## config.mk

```make
export PLATFORM = sky130hd
export DESIGN_NAME = fifo_traffic_gen
export DESIGN_NICKNAME = d
export VERILOG_FILES = /design/src/rtl/fifo_traffic_gen.sv
export SDC_FILE = /design/constraint.sdc
export NUM_CORES = 1
export LEC_CHECK = 0
export CAP_MARGIN = 40
export CORE_UTILIZATION = 40
export DETAILED_ROUTE_END_ITERATION = 10
export SYNTH_ARGS = -nofsm -noshare
export SYNTH_HDL_FRONTEND = slang
export SYNTH_SLANG_ARGS = --single-unit
```

## constraint.sdc

```tcl
create_clock -name clk -period 4.5 [get_ports clk]
set_input_delay 0.675 -clock clk [delete_from_list [all_inputs] [get_ports clk]]
set_output_delay 0.675 -clock clk [all_outputs]
set_load 0.1 [all_outputs]
```

## src/rtl/fifo_traffic_gen.sv

```systemverilog
// Stimulus generator for the FIFO data-integrity harness: N LFSR filler words, one start-tagged magic word, then a drain.
// Optional random bubbles on push/pop when FIFO_TGEN_STALL_EN is defined.
module fifo_traffic_gen #(
  parameter int DEPTH  = 8,
  parameter int WIDTH  = 8,
  parameter int OCCWID = $clog2(DEPTH + 1)
) (
  input  logic              clk,
  input  logic              rst_n,
  input  logic              go,
  input  logic [OCCWID-1:0] fill_level,
  input  logic [WIDTH-1:0]  magic_data,
  input  logic [WIDTH-1:0]  seed,
  input  logic              full,
  input  logic              empty,
  output logic              push,
  output logic              pop,
  output logic              start,
  output logic [WIDTH-1:0]  data_in,
  output logic [OCCWID-1:0] occ,
  output logic              magic_pop,
  output logic              busy,
  output logic              done,
  output logic              err
);

  // Galois right-shift toggle masks giving maximal-length sequences.
  function automatic logic [31:0] taps_for(input int w);
    case (w)
      2:       return 32'h3;
      3:       return 32'h6;
      4:       return 32'hC;
      5:       return 32'h14;
      6:       return 32'h30;
      7:       return 32'h60;
      8:       return 32'hB8;
      9:       return 32'h110;
      10:      return 32'h240;
      11:      return 32'h500;
      12:      return 32'h829;
      13:      return 32'h100D;
      14:      return 32'h2015;
      15:      return 32'h6000;
      16:      return 32'hD008;
      default: return 32'h80200003;
    endcase
  endfunction

  localparam logic [WIDTH-1:0] TAPS = WIDTH'(taps_for(WIDTH));

  function automatic logic [WIDTH-1:0] lfsr_step(input logic [WIDTH-1:0] v);
    return v[0] ? ((v >> 1) ^ TAPS) : (v >> 1);
  endfunction

  typedef enum logic [2:0] {IDLE, FILL, MAGIC, DRAIN, DONE} state_t;

  state_t            state, state_nx;
  logic [OCCWID-1:0] fl;
  logic [OCCWID-1:0] cnt;
  logic [OCCWID-1:0] fl_go;
  logic [WIDTH-1:0]  magic;
  logic [WIDTH-1:0]  lfsr;
  logic              stall;

  assign fl_go = (fill_level > OCCWID'(DEPTH - 1)) ? OCCWID'(DEPTH - 1) : fill_level;

`ifdef FIFO_TGEN_STALL_EN
  logic [WIDTH-1:0] stall_lfsr;

  always_ff @(posedge clk or negedge rst_n) begin
    if (!rst_n)
      stall_lfsr <= WIDTH'(1);
    else if (state == IDLE && go)
      stall_lfsr <= (seed == '1) ? WIDTH'(1) : ~seed;
    else
      stall_lfsr <= lfsr_step(stall_lfsr);
  end

  assign stall = stall_lfsr[0];
`else
  assign stall = 1'b0;
`endif

  // cnt counts filler pushes in FILL and pops in DRAIN; the magic word is pop number fl+1.
  always_comb begin
    state_nx  = state;
    push      = 1'b0;
    pop       = 1'b0;
    start     = 1'b0;
    data_in   = '0;
    magic_pop = 1'b0;
    case (state)
      IDLE: begin
        if (go) state_nx = (fl_go == '0) ? MAGIC : FILL;
      end
      FILL: begin
        push    = ~full & ~stall;
        data_in = (lfsr == magic) ? ~magic : lfsr;
        if (push && cnt == fl - OCCWID'(1)) state_nx = MAGIC;
      end
      MAGIC: begin
        push    = ~full & ~stall;
        start   = push;
        data_in = magic;
        if (push) state_nx = DRAIN;
      end
      DRAIN: begin
        pop = ~empty & ~stall;
        if (pop && cnt == fl) begin
          magic_pop = 1'b1;
          state_nx  = DONE;
        end
      end
      DONE:    state_nx = IDLE;
      default: state_nx = IDLE;
    endcase
  end

  always_ff @(posedge clk or negedge rst_n) begin
    if (!rst_n) begin
      state <= IDLE;
      fl    <= '0;
      cnt   <= '0;
      magic <= '0;
      lfsr  <= WIDTH'(1);
      occ   <= '0;
      err   <= 1'b0;
    end else begin
      state <= state_nx;
      if (state == IDLE && go) begin
        fl    <= fl_go;
        magic <= magic_data;
        lfsr  <= (seed == '0) ? WIDTH'(1) : seed;
        cnt   <= '0;
      end
      if (state == FILL && push) begin
        lfsr <= lfsr_step(lfsr);
        cnt  <= (state_nx == MAGIC) ? '0 : cnt + OCCWID'(1);
      end
      if (state == DRAIN && pop) cnt <= cnt + OCCWID'(1);
      if (push)
        occ <= occ + OCCWID'(1);
      else if (pop)
        occ <= occ - OCCWID'(1);
      if (state != IDLE &&
          ((full != (occ == OCCWID'(DEPTH))) || (empty != (occ == '0))))
        err <= 1'b1;
    end
  end

  assign busy = (state != IDLE);
  assign done = (state == DONE);

endmodule

```

Word level (Yosys, flattened, before mapping)
Index checks and enable logic that the tools add are counted.

word-level totals
  register bits = 32
  output and inout port bits = 19

operators by class
  reductions and logical operators = 16
  bitwise logic cells = 4
  add/subtract/negate cells = 4
  mux-type cells = 24
  magnitude comparators = 1
  eq/ne operators = 11

operators by type and width
  kind                   number
  $mux W8                5
  $mux W4                7
  $pmux W8 S2            1
  $mux W3                4
  $pmux W3 S4            1
  $eq A3 B2 Y1 const B   3
  $add A4 B1 Y4 const B  2
  $eq A4 B4 Y1           2
  $eq A8 B8 Y1           1
  $logic_not A4 Y1       2
  $logic_not A8 Y1       1
  $not A8 Y8             1
  $sub A4 B1 Y4 const B  2
  $logic_and A1 B1 Y1    6
  $reduce_bool A3 Y1     2
  $mux W1                5
  $eq A4 B4 Y1 const B   1
  $gt A4 B3 Y1 const B   1
  $not A3 Y4             1
  $reduce_bool A2 Y1     2
  $eq A3 B1 Y1 const B   1
  $eq A3 B3 Y1 const B   1
  $logic_not A3 Y1       1
  $mux W2                1
  4 further kinds        6

Longest topological paths before layout
  word-level depth = 10
  depth in mapped cells = 10
  depth with buffers taken out = 8

Worst setup path after synthesis
No wires, ideal clock.

  kind = flip-flop to output port
  start point = reg state[2]
  end point = out done
  data arrival time = 3052 ps
  required time = 3825 ps
  setup slack = 773 ps
  cell stages (with the launch flop) = 4
  cell sequence = dfrtp_1 > clkbuf_1 > buf_4 > nor3b_1

between the ends
  cells in the longest elaborated chain, start to end = 1

RTL lines
  item                    RTL line  RTL
  from (decl)             57        state_t state, state_nx;
  from (signal assigned)  129       state <= state_nx;
  $eq A3 B3 Y1            152       assign done = (state == DONE);
  to (decl)               23        output logic done,

Every way passes these cells.

Worst setup path after layout
  start point = reg magic[7]
  end point = out data_in[1]

between the ends
  cells in the longest elaborated chain, start to end = 3

RTL lines
  item                    RTL line  RTL
  from (decl)             61        logic [WIDTH-1:0] magic;
  from (signal assigned)  132       magic <= magic_data;
  $eq A8 B8 Y1            98        data_in = (lfsr == magic) ? ~magic : lfsr;
  $mux W8                 98
  $pmux W8 S2             92        case (state)
  to (decl)               19        output logic [WIDTH-1:0] data_in,

Every way passes these cells.

==> impl_metrics.toml <==
[setup_path]
cp-end-kind = "primary output"
critPathMaxFanout = 9
worst_path_largest_cell_delay_ns = 0.71
r2r_cells = 8
cp_top_family = "simple AND/OR/NAND/NOR gates"
crit_path_cell_trace = "xor2_1 -> nor4_2 -> and2_1 -> a311o_1 -> buf_4"
crit_cells = 5
slowest_stage = "nor4_2"
critPathLaunchType = "flop"
path_class = "flop to primary output"
critPathBufInv = 1
required_ns = 3.83
worstPathArrival_ns = 2.55

[synthesis]
synthAdderAreaFrac_pct = 3.228
synthTopCellsByArea = "dfrtp_1 (36%), xor2_1 (5.2%), mux2_2 (5.2%), mux2i_1 (4.1%), a311o_1 (3.7%)"
yosys.area_share.simple_pct = 21.33
syn-num-nets = 250
yosysSeqAreaShare_pct = 36.95
netlist_area_um2 = 2171
synth_edf_count = 0
ys_async_sr_fraction_pct = 100.0
yosysWarnings = 0
ys_ff_latch = 32
ys_types = 47
synth_ff_type = "dfrtp_1"
synth.top_cell.area_share_pct = 35.73
synth.area.mux_share_pct = 9.337
yosysTopAreaCell = "dfrtp_1"
synth_top_family_by_area = "simple AND/OR/NAND/NOR gates"
syn_inst = 220
synth-compound-area-share_pct = 14.52
synth.avg_cell_area_um2 = 9.867
synth-xor-area-share_pct = 9.971

[die]
num_io_pins = 44
row_count = 26
start_util_pct = 41.97
die_w_um = 75.67
die_area_um2 = 5726
fp.dieH_um = 75.67
core_area_um2 = 5172

[sta]
timing.final.crit_share_pct = 71.71
tightest_slew_ns = 0.7676
max_freq_mhz = 309.9
rsz0062_at_grt = "false"
relSlewSlack_pct = 48.40
fin_crit_ns = 3.227
hold_viol = 0
finalClockSkew_ns = 0.007955
setup_viol = 0
fin_tns_setup_ns = 0
slew_violations = 0

[final_layout]
syn_to_final_growth_pct = 30.72
n_antenna_cell = 0
drive_above_1_share_pct = 18.96
regArea_um2 = 802.0
multi_input_area_um2 = 1274
fill_cells = 508
final_nets = 298

[clock_tree]
numCtsBuffers = 5
cts_setup_buffers = 0
cts_repair_resize_count = 0
clockBufferDepth = 2
clkLatencyLatePin_ns = 0.28
cts_root_buf = "clkbuf_8"
htree_levels = 2
clock-sinks = 32
holdBufCountCts = 0
tritoncts = "yes"
clkTransAtPathRegs_ns = 0.07

[routing]
drt_wl_total_mm = 4.736
wire_per_inst_um = 13.97
drtIter0Drc = 87
postRouteAntennaNets = 0
vias = 1792
route.detailed.drc = 0
drt-pass1-iter-count = 4
avgViaCountPerCell = 5.286

[grt]
grt_overflow = 0
grt_pass1_wl_mm = 7.955
antenna_found_initial = 0
grt_max_degree = 33
grt_pass1_vias = 1672
grt.total_usage_pct = 18.74

[placed_design]
place_congestion = 0.7562
port_buffers = 43
hpwl_mm = 3.515

[outcome]
outcome = "complete, no violations"

[flow_run]
max-cap-violations = 0

[worst_hold_path]
min-delay-path-class = "flop to flop"
hold_path_depth = 1
-- final timing paths --
check | from | end | slack (ns)
worst min register to register | err | err | 0.47
worst max register to register | state[1] | occ[3] | 1.92
worst min-delay path | err | err | 0.47
max in group asynchronous | rst_n | lfsr[0] | 3.38
min in group asynchronous | rst_n | cnt[1] | 0.79
worst max-delay path | magic[7] | data_in[1] | 1.27
-- worst register-to-register path: stages (launching register included) --
cell      delay, ns
dfrtp_1        0.56
nand2b_1       0.33
a211oi_2       0.42
inv_1          0.16
ha_1           0.32
a21o_1         0.15
a21oi_1        0.16
mux2i_1        0.26
xnor2_1        0.14
-- sequential cells by signal, indices dropped and copies added (netlist names) --
register	count
cnt	4
err	1
magic	8
state	3
fl	4
lfsr	8
occ	4
-- cell usage after synthesis, types with 3 or more instances --
| master | number |
|---|---|
| dfrtp_1 | 31 |
| buf_4 | 3 |
| nand2b_1 | 5 |
| buf_2 | 6 |
| nand3b_1 | 8 |
| mux2_2 | 10 |
| ha_1 | 4 |
| o21ai_0 | 15 |
| xnor2_1 | 9 |
| mux2i_1 | 9 |
| a21oi_1 | 12 |
| a311o_1 | 8 |
| a22oi_1 | 3 |
| xor2_1 | 13 |
| clkbuf_1 | 6 |
| nor2_1 | 15 |
| nand2_1 | 10 |
| nor3_1 | 8 |
| nor3b_1 | 10 |
| inv_1 | 4 |
-- cell type report --
class,count,share of cell area [%]
clock buffer,8,3.175
inverter,4,0.5291
multi-input combinational,168,44.89
sequential,32,28.26
tap,70,3.086
timing repair buffer,57,20.06
-- metal layers --
metal	global-route usage [%]	part of all wire (%)	vias to the layer above
met4	4.938	1.0	0
met3	4.894	4.0	6
met1	25.87	49	858
li1	-	-	892
met2	29.27	46	36
met5	0	0	-
-- kinds of logic (layout without fill, tap and decap cells) --
| family | after synthesis | count (layout) |
|---|---|---|
| buf+inv | 20 | 69 |
| compound gates | 47 | 47 |
| simple gates | 74 | 74 |
| fa+ha+maj | 5 | 5 |
| xor+xnor | 23 | 23 |
| mux | 19 | 19 |
| flops | 32 | 32 |
-- layout by cell type (no fill, tap or decap), drive strengths merged, types with 2 or more instances in the layout --
cell            n
dfrtp          31
clkdlybuf4s50  31
buf            26
nor2           15
o21ai          15
xor2           13
a21oi          13
nor3b          10
nand2          10
mux2           10
xnor2           9
mux2i           9
nand3b          8
a311o           8
nor3            8
clkbuf          8
nand2b          5
inv             4
ha              4
a22oi           3
nor4            3
nor2b           2
or3             2
nand3           2
a21o            2
a211oi          2
or4             2
nor4b           2
-- stage by stage --
step	utilization (%)	cell area [µm²]	hold WS, ns	std cells	worst slack, ns
3_3_place_gp	50.44	2609	0.4576	321	1.413
6_report	54.86	2838	0.4667	339	1.273
2_1_floorplan	-	2171	0.3794	220	0.7730
5_1_grt	54.86	2838	0.5003	339	1.137
4_1_cts	54.86	2838	0.4751	339	1.303
3_5_place_dp	53.12	2748	0.4644	331	1.625
Power is not shown: default switching activity piles up to over one toggle a cycle in this logic, so the estimate is an artifact.
